===== src/rtl/mips_if_pkg.sv =====
// Shared definitions for the instruction-fetch slice.
//  - fetch_state_e : fetch FSM states (IDLE / FETCH / EXEC)
//  - RESET_PC_DEFAULT : default program counter after reset
//  - instruction field bit positions (imm16, jump index, PC region)
//  - branch_offset() : sign-extended, word-scaled branch displacement
package mips_if_pkg;

  typedef enum logic [1:0] {
    IDLE,
    FETCH,
    EXEC
  } fetch_state_e;

  localparam logic [31:0] RESET_PC_DEFAULT = 32'h0000_3000;

  localparam int unsigned IMM16_LSB  = 0;
  localparam int unsigned IMM16_MSB  = 15;
  localparam int unsigned JIDX_LSB   = 0;
  localparam int unsigned JIDX_MSB   = 25;
  localparam int unsigned REGION_LSB = 28;
  localparam int unsigned REGION_MSB = 31;

  // imm16 sign-extended and shifted left by 2 (word offset -> byte offset).
  function automatic logic [31:0] branch_offset(input logic [31:0] inst);
    return {{14{inst[IMM16_MSB]}}, inst[IMM16_MSB:IMM16_LSB], 2'b00};
  endfunction

endpackage


===== src/rtl/if_next_pc.sv =====
// Next-PC selection for the fetch stage (purely combinational).
// Ports:
//   pc_plus4 : address of the sequentially following instruction
//   inst     : instruction currently held for the decoder
//   m1       : 0 = jump, 1 = sequential/branch path
//   m5       : 1 = branch taken
//   next_pc  : selected next program counter
// Priority: jump (m1=0) over taken branch (m5=1) over sequential.
module if_next_pc
  import mips_if_pkg::*;
(
  input  logic [31:0] pc_plus4,
  input  logic [31:0] inst,
  input  logic        m1,
  input  logic        m5,
  output logic [31:0] next_pc
);

  // Opcode bits are not needed for address generation.
  logic unused_opcode;
  assign unused_opcode = ^inst[31:JIDX_MSB+1];

  always_comb begin
    next_pc = pc_plus4;
    if (!m1) begin
      next_pc = {pc_plus4[REGION_MSB:REGION_LSB], inst[JIDX_MSB:JIDX_LSB], 2'b00};
    end else if (m5) begin
      next_pc = pc_plus4 + branch_offset(inst);
    end
  end

endmodule


===== src/rtl/inst_fetch_unit.sv =====
// Instruction-fetch stage: owns the PC, fetches one instruction per commit
// over a req/ack memory handshake and holds it stable for the decoder.
// Ports:
//   clk, rst_n          : clock, asynchronous active-low reset
//   stall_i             : hold current instruction (blocks commit)
//   m1_i, m5_i          : decoder jump / branch-taken selects (sampled in EXEC)
//   imem_req_o          : instruction memory read request
//   imem_addr_o         : fetch address (= pc_o)
//   imem_rdata_i        : instruction data, valid with imem_ack_i
//   imem_ack_i          : memory completes read this cycle
//   inst_o, inst_valid_o: held instruction and its valid flag
//   pc_o, pc_plus4_o    : current PC and PC + 4
// Optional build macro IF_PERF_CNT_EN adds:
//   perf_inst_cnt_o     : number of commits
//   perf_redirect_cnt_o : number of commits taking a jump or taken branch
module inst_fetch_unit
  import mips_if_pkg::*;
#(
  parameter logic [31:0] RESET_PC = RESET_PC_DEFAULT,
  parameter int unsigned ADDR_W   = 32
) (
  input  logic              clk,
  input  logic              rst_n,
  input  logic              stall_i,
  input  logic              m1_i,
  input  logic              m5_i,
  output logic              imem_req_o,
  output logic [ADDR_W-1:0] imem_addr_o,
  input  logic [31:0]       imem_rdata_i,
  input  logic              imem_ack_i,
  output logic [31:0]       inst_o,
  output logic              inst_valid_o,
  output logic [ADDR_W-1:0] pc_o,
`ifdef IF_PERF_CNT_EN
  output logic [31:0]       perf_inst_cnt_o,
  output logic [31:0]       perf_redirect_cnt_o,
`endif
  output logic [ADDR_W-1:0] pc_plus4_o
);

  fetch_state_e      state;
  logic [ADDR_W-1:0] pc_q;
  logic [ADDR_W-1:0] pc_plus4;
  logic [ADDR_W-1:0] next_pc;

  // Natural modulo-2^32 wrap: 32'hFFFF_FFFC + 4 = 0.
  assign pc_plus4 = pc_q + ADDR_W'(4);

  if_next_pc u_next_pc (
    .pc_plus4 (pc_plus4),
    .inst     (inst_o),
    .m1       (m1_i),
    .m5       (m5_i),
    .next_pc  (next_pc)
  );

  always_ff @(posedge clk or negedge rst_n) begin
    if (!rst_n) begin
      state        <= IDLE;
      pc_q         <= {RESET_PC[ADDR_W-1:2], 2'b00};
      inst_o       <= '0;
      inst_valid_o <= 1'b0;
      imem_req_o   <= 1'b0;
`ifdef IF_PERF_CNT_EN
      perf_inst_cnt_o     <= '0;
      perf_redirect_cnt_o <= '0;
`endif
    end else begin
      case (state)
        IDLE: begin
          state      <= FETCH;
          imem_req_o <= 1'b1;
        end
        FETCH: begin
          // No timeout: request and address stay stable until ack.
          if (imem_ack_i) begin
            inst_o       <= imem_rdata_i;
            inst_valid_o <= 1'b1;
            imem_req_o   <= 1'b0;
            state        <= EXEC;
          end
        end
        EXEC: begin
          if (!stall_i) begin
            pc_q         <= next_pc;
            inst_valid_o <= 1'b0;
            imem_req_o   <= 1'b1;
            state        <= FETCH;
`ifdef IF_PERF_CNT_EN
            perf_inst_cnt_o <= perf_inst_cnt_o + 32'd1;
            if (!m1_i || m5_i) begin
              perf_redirect_cnt_o <= perf_redirect_cnt_o + 32'd1;
            end
`endif
          end
        end
        default: begin
          state      <= IDLE;
          imem_req_o <= 1'b0;
        end
      endcase
    end
  end

  assign pc_o        = pc_q;
  assign imem_addr_o = pc_q;
  assign pc_plus4_o  = pc_plus4;

endmodule

===== config.mk =====
export PLATFORM = sky130hd
export DESIGN_NAME = inst_fetch_unit
export DESIGN_NICKNAME = d
export VERILOG_FILES = /design/src/rtl/mips_if_pkg.sv /design/src/rtl/if_next_pc.sv /design/src/rtl/inst_fetch_unit.sv
export SDC_FILE = /design/constraint.sdc
export NUM_CORES = 1
export LEC_CHECK = 0
export CAP_MARGIN = 20
export CORE_MARGIN = 2
export CORE_UTILIZATION = 50
export DETAILED_ROUTE_END_ITERATION = 16
export PLACE_DENSITY = 0.84
export SLEW_MARGIN = 20
export SYNTH_ARGS = -nofsm -noshare
export SYNTH_HDL_FRONTEND = slang
export SYNTH_SLANG_ARGS = --single-unit
export TNS_END_PERCENT = 30

===== constraint.sdc =====
create_clock -name clk -period 9.4 [get_ports clk]
set_clock_uncertainty 0.05 [all_clocks]
set_input_delay 2.82 -clock clk [delete_from_list [all_inputs] [get_ports clk]]
set_output_delay 2.82 -clock clk [all_outputs]
set_load 0.02 [all_outputs]

==> flow_summary.toml, run 1 <==
[global_routing]
global_route_wire_length_before_repair_um = 27000
grt.overflow.total = 0
grtUsageTotal_pct = 29.0
number_of_global_route_vias_before_repair = 5274
grt_max_degree = 66
grt_antenna_before_repair = 0

[timing]
worst_slack_ns = 2.95
final_min_period_over_clock_period_pct = 68.6
worst-slew-pin-transition_ns = 0.990
relSlewSlack_pct = 33.5
setup_viol = 0
finalMaxSlewViolations = 0
grt_setup_unrepaired = "no"
hold_violations = 0
fin_tns_setup_ns = 0
final_period_minus_worst_setup_slack_ns = 6.45
fmax_ghz = 0.155

[logic_synthesis]
syn_area_um2 = 5560
yosysUniqueCellTypes = 81
synth-edff-count = 0
synth_area_leaders = "dfrtp_1, ha_1, mux2_2"
async_flop_share_pct = 100
synthMostInstantiatedCell = "dfrtp_1"
yosys_warnings = 0
yosys_register_bits = 65
avgSynthCellArea_um2 = 8.93
synth.cells.most_frequent = "dfrtp_1, nand2_1, a21oi_1"
synth_seq_area_share_pct = 29.3
synthFlopType = "dfrtp_1"
yosys.area.top_type_share_pct = 28.3
syn_inst = 623
synth_area_leader_cell = "dfrtp_1"

[hold_path]
min_path_type = "register to register"
worstHoldEndpoint = "inst_valid_o"
hold-path-cell-count = 2
worst_hold_startpoint = "inst_valid_o"

[setup_path]
ff2ff_setup_slack_ns = 4.46
crit-reg2reg-capture = "imem_addr_o[31]"
worst_ep_required_time_ns = 6.53
rr_worst_depth = 14
start_kind = "register"
path_buf_inv = 1
critical_path.max_stage_delay_ns = 0.84
cp_data_arrival_time_ns = 3.58
worstSetupPathType = "register to output port"
cells_along_the_critical_path = "ha_1 > nand4_1 > nor3_1 > and3_1 > nand2_1 > xnor2_1 > clkdlybuf4s50_1"
r2r_start = "imem_addr_o[2]"
cp-end-kind = "output port"
critical-path-top-delay-family = "simple AND/OR/NAND/NOR gates"
crit_slowest_cell = "nor3_1"
critPathMaxFanout = 8

[clock_tree]
cts_htree_levels = 3
tritoncts = "done"
cts_resized = 0
cts_made_buffers = 9
worst_setup_hold_path_clk_slew_ns = 0.07
postCtsSetupBuffers = 0
total_of_hold_buffers_inserted_after_clock_tree_synthesis = 0
cts_root_buffer = "clkbuf_8"
cts.sinks = 65
worst_skew_pair_later_pin_latency_ns = 0.36
cts-root-to-sink-buffers = 2

[routing]
drc_errors = 0
via_per_inst = 6.10
detail_route.iter0.violations = 354
antenna_left = 0
wl_per_instance_um = 19.1
first_pass_iters = 7
vias = 5433
routed_wl_um = 17000

[placement]
placement.io_buffers = 161
post_placement_worst_setup_slack_ns = 3.41
place.gp.congestion = 0.927
hpwl_um = 12700
dpl.cell_count = 876

[flow_run]
max_cap_viol_count = 0

[final_layout]
finalNonFillerCells = 891
n_antenna_cell = 0
area_occupied_by_registers_um2 = 1630
final_nets = 822
layout.filler_cells = 908
multi_input_area_um2 = 3550
syn2layout_area_growth_pct = 29.6
final_layout_size_suffix_gt1_share_pct = 10.7

[floorplan]
std_cell_rows = 38
floorplan.io_pins = 168
die_y_um = 109
core_region_um2 = 10800
initial_cell_density_of_the_core_pct = 51.3
die_area_um2 = 12000
die-width_um = 109

[pwr]
power.density_cell_area_nw_per_um2 = 454
ir_worst_vdd_mv = 0.264
power_leakage_nw = 3.11

[outcome]
run_status = "finished, final reports clean"
placed cells by master (no fill, tap or decap), types with 15 or more instances in the layout:
cell type,Yosys,final
and3_1,15,15
nand3_1,18,18
a21o_1,30,30
clkdlybuf4s50_1,0,160
dfrtp_1,63,63
ha_1,36,36
nand2_1,53,53
a21oi_1,46,46
xnor2_1,37,37
mux2_2,32,32
o21ai_0,22,22
nor2_1,40,40
power breakdown:
part	internal, mW	switching (mW)
Combinational	1.10	1.34
Clock	0.101	0.111
Sequential	0.417	0.197
final cells by class:
| class | instances | area share (%) |
|---|---|---|
| clock inverters | 3 | 0.243 |
| multi-input cells | 493 | 49.2 |
| well taps | 140 | 2.43 |
| repair buffers | 167 | 22.9 |
| flip-flops and latches | 65 | 22.6 |
| inverters | 11 | 0.573 |
| clock buffers | 12 | 2.01 |
worst reg2reg max path, delay by kind of cell, from the launching register on:
family	cells	cell delay, ns
compound gates	8	2.10
xor+xnor	1	0.33
simple gates	3	1.24
flops	1	0.47
fa+ha+maj	2	0.66
registers in the layout (all words and copies together), names as in the netlist:
register      cells
state             1
inst_valid_o      1
inst_o           32
imem_addr_o      30
imem_req_o        1
worst max-delay path by stage:
stage                              start             end  slack, ns  depth (start not counted)
after floorplan           imem_addr_o[2]  pc_plus4_o[24]       4.30                          6
after global placement    imem_addr_o[2]  pc_plus4_o[24]       3.44                          7
after detailed placement  imem_addr_o[2]  pc_plus4_o[24]       3.41                          7
after CTS                 imem_addr_o[2]  pc_plus4_o[24]       3.02                          7
after global routing      imem_addr_o[2]  pc_plus4_o[24]       2.79                          7
final                     imem_addr_o[2]  pc_plus4_o[24]       2.95                          7
cell families (layout without fill, tap and decap cells):
logic type	after synthesis	after routing	share of synthesized area, %
adder cells (fa/ha/maj)	37	37	8.46
flip-flops	65	65	29.3
multiplexers	40	40	7.92
other	1	6	0.0674
AND/OR/NAND/NOR	175	175	15.9
XOR/XNOR	48	48	7.56
AO/OA/AOI/OAI	187	187	23.6
buffers and inverters	70	193	7.24
layer usage:
metal,GRT usage [%],up-vias,routed length (µm)
met4,8.41,0,232
met3,6.40,31,1380
met2,47.1,247,8220
met1,38.7,2648,7190
met5,0,-,0
li1,-,2507,-
stage by stage:
step	area, µm²	total power [mW]	hold WS, ns	utilization (%)
3_3_place_gp	7050	2.97	0.419	65.0
4_1_cts	7210	3.25	0.438	66.5
6_report	7210	3.28	0.436	66.5
2_1_floorplan	5580	2.23	0.475	-
5_1_grt	7210	3.49	0.468	66.5
3_5_place_dp	7050	3.02	0.421	65.0
No activity file was read; power rests on OpenSTA's default activity.
==> run 2, diff against run 1 <==
Settings changed: CORE_UTILIZATION 50 to 48, PLACE_DENSITY 0.84 to 0.81.
Clock period 9.4 ns to 6.7 ns, I/O delays scaled along.
==> flow_summary.toml, run 2 (synthesis gave the netlist of run 1 again) <==
[setup_path]
crit-reg2reg-capture = "imem_addr_o[31]"
critPathMaxFanout = 8
worstSetupStartpoint = "imem_addr_o[2]"
cp_data_arrival_time_ns = 3.13
worstSetupPathType = "register to output port"
ff2ff_setup_slack_ns = 2.21
rr_worst_depth = 15
start_kind = "register"
worst_ep_required_time_ns = 4.64
r2r_start = "imem_addr_o[2]"
worst_setup_path_endpoint = "pc_plus4_o[24]"
cp-end-kind = "output port"

[routing]
antenna_left = 0
via_per_inst = 6.10
vias = 5475
routed_wl_um = 17700
first_pass_iters = 5
detail_route.iter0.violations = 375
drc_errors = 0
wl_per_instance_um = 19.7

[timing]
worst-slew-pin-transition_ns = 0.876
fin_tns_setup_ns = 0
relSlewSlack_pct = 41.4
grt_setup_unrepaired = "no"
final_period_minus_worst_setup_slack_ns = 5.19
hold_violations = 0
fmax_ghz = 0.193
finalMaxSlewViolations = 0
final_min_period_over_clock_period_pct = 77.5
setup_viol = 0

[floorplan]
core_region_um2 = 11400
std_cell_rows = 39
die_area_um2 = 12500
floorplan.io_pins = 168
die_y_um = 112
initial_cell_density_of_the_core_pct = 48.9
die-width_um = 112

[placement]
place.gp.congestion = 0.892
placement.cell_area_um2 = 7070
placement.io_buffers = 161
hpwl_um = 13000

[clock_tree]
postCtsSetupBuffers = 0
cts_resized = 0
worst_skew_pair_later_pin_latency_ns = 0.34
cts_made_buffers = 9
cts_htree_levels = 3
tritoncts = "done"
total_of_hold_buffers_inserted_after_clock_tree_synthesis = 0
cts-root-to-sink-buffers = 2
worst_setup_hold_path_clk_slew_ns = 0.06
cts.sinks = 65
cts_root_buffer = "clkbuf_16"

[final_layout]
n_antenna_cell = 0
final_nets = 824
final_layout_size_suffix_gt1_share_pct = 11.3
syn2layout_area_growth_pct = 32.3
final_cell_mix = "clkdlybuf4s50_1, dfrtp_1, nand2_1"
largest_register_ffs = 32
mostFrequentLayoutCell = "clkdlybuf4s50_1"
stdcell_area_um2 = 7360
largest-register = "inst_o"

[outcome]
run_status = "finished, final reports clean"

[global_routing]
grtUsageMet2_pct = 45.3
grt_antenna_before_repair = 0
groute.layer.met1.usage_pct = 37.3
number_of_global_route_vias_before_repair = 5533
groute.layer.met3.usage_pct = 7.40
grt.overflow.total = 0
grtUsageTotal_pct = 28.5
grt_max_degree = 66
global_route_wire_length_before_repair_um = 28700
gr-max-usage-layer = "met2"

[pwr]
power.density_cell_area_nw_per_um2 = 652
ir_worst_vdd_mv = 0.346
power_leakage_nw = 3.18
power.total_mw = 4.80

[hold_path]
min_path_type = "register to register"

[flow_run]
max_cap_viol_count = 0
[run 2: cell count changes in the layout (fill, tap and decap cells not counted)]
cell | before | now
clkbuf_16 | 0 | 9
buf_4 | 6 | 8
clkbuf_8 | 10 | 0
clkinv_2 | 2 | 3
clkinv_4 | 0 | 1
clkbuf_1 | 2 | 0
inv_6 | 0 | 1
bufinv_16 | 0 | 1
[run 2: how the worst min path moves through the flow]
stage	from	endpoint	slack [ns]	cells past startpoint
floorplan	state[1]	state[1]	0.47	2
global placement	inst_valid_o	inst_valid_o	0.41	2
detailed placement	inst_valid_o	inst_valid_o	0.43	2
CTS	inst_valid_o	inst_valid_o	0.44	2
global route	inst_valid_o	inst_valid_o	0.45	2
finish	inst_valid_o	inst_valid_o	0.43	2
[run 2: layer usage]
metal,vias up,routed length [µm]
li1,2507,-
met1,2634,7100
met2,296,8370
met3,38,1810
met4,0,397
met5,-,0
[run 2: stage by stage]
stage	util [%]	cells	hold slack [ns]	setup slack, ns
floorplan	-	628	0.475	2.32
global placement	62.2	881	0.415	1.97
detailed placement	62.2	881	0.426	1.88
CTS	64.8	897	0.439	1.51
global route	64.8	897	0.454	1.32
finish	64.8	897	0.430	1.51
[run 2: cell type report]
cell class	instances	area, µm²
clock buffer	9	225
clock inverter	7	70.1
fill	945	4010
inverter	11	41.3
multi-input combinational	493	3550
sequential	65	1630
tap	143	179
timing repair buffer	169	1670
[run 2: worst max-delay path: stages (launching register included)]
cell and delay (ns):
dfrtp_1 0.48, ha_1 0.34, nand4_1 0.18, nor3_1 0.26, buf_4 0.20, and3_1 0.25, nand2_1 0.09, xnor2_1 0.32
clkdlybuf4s50_1 0.67
[run 2: report_power, final]
part | internal, mW | switching, mW | total, mW
logic | 1.55 | 1.91 | 3.46
clock network | 0.288 | 0.182 | 0.469
registers | 0.586 | 0.283 | 0.869
total | 2.42 | 2.38 | 4.80
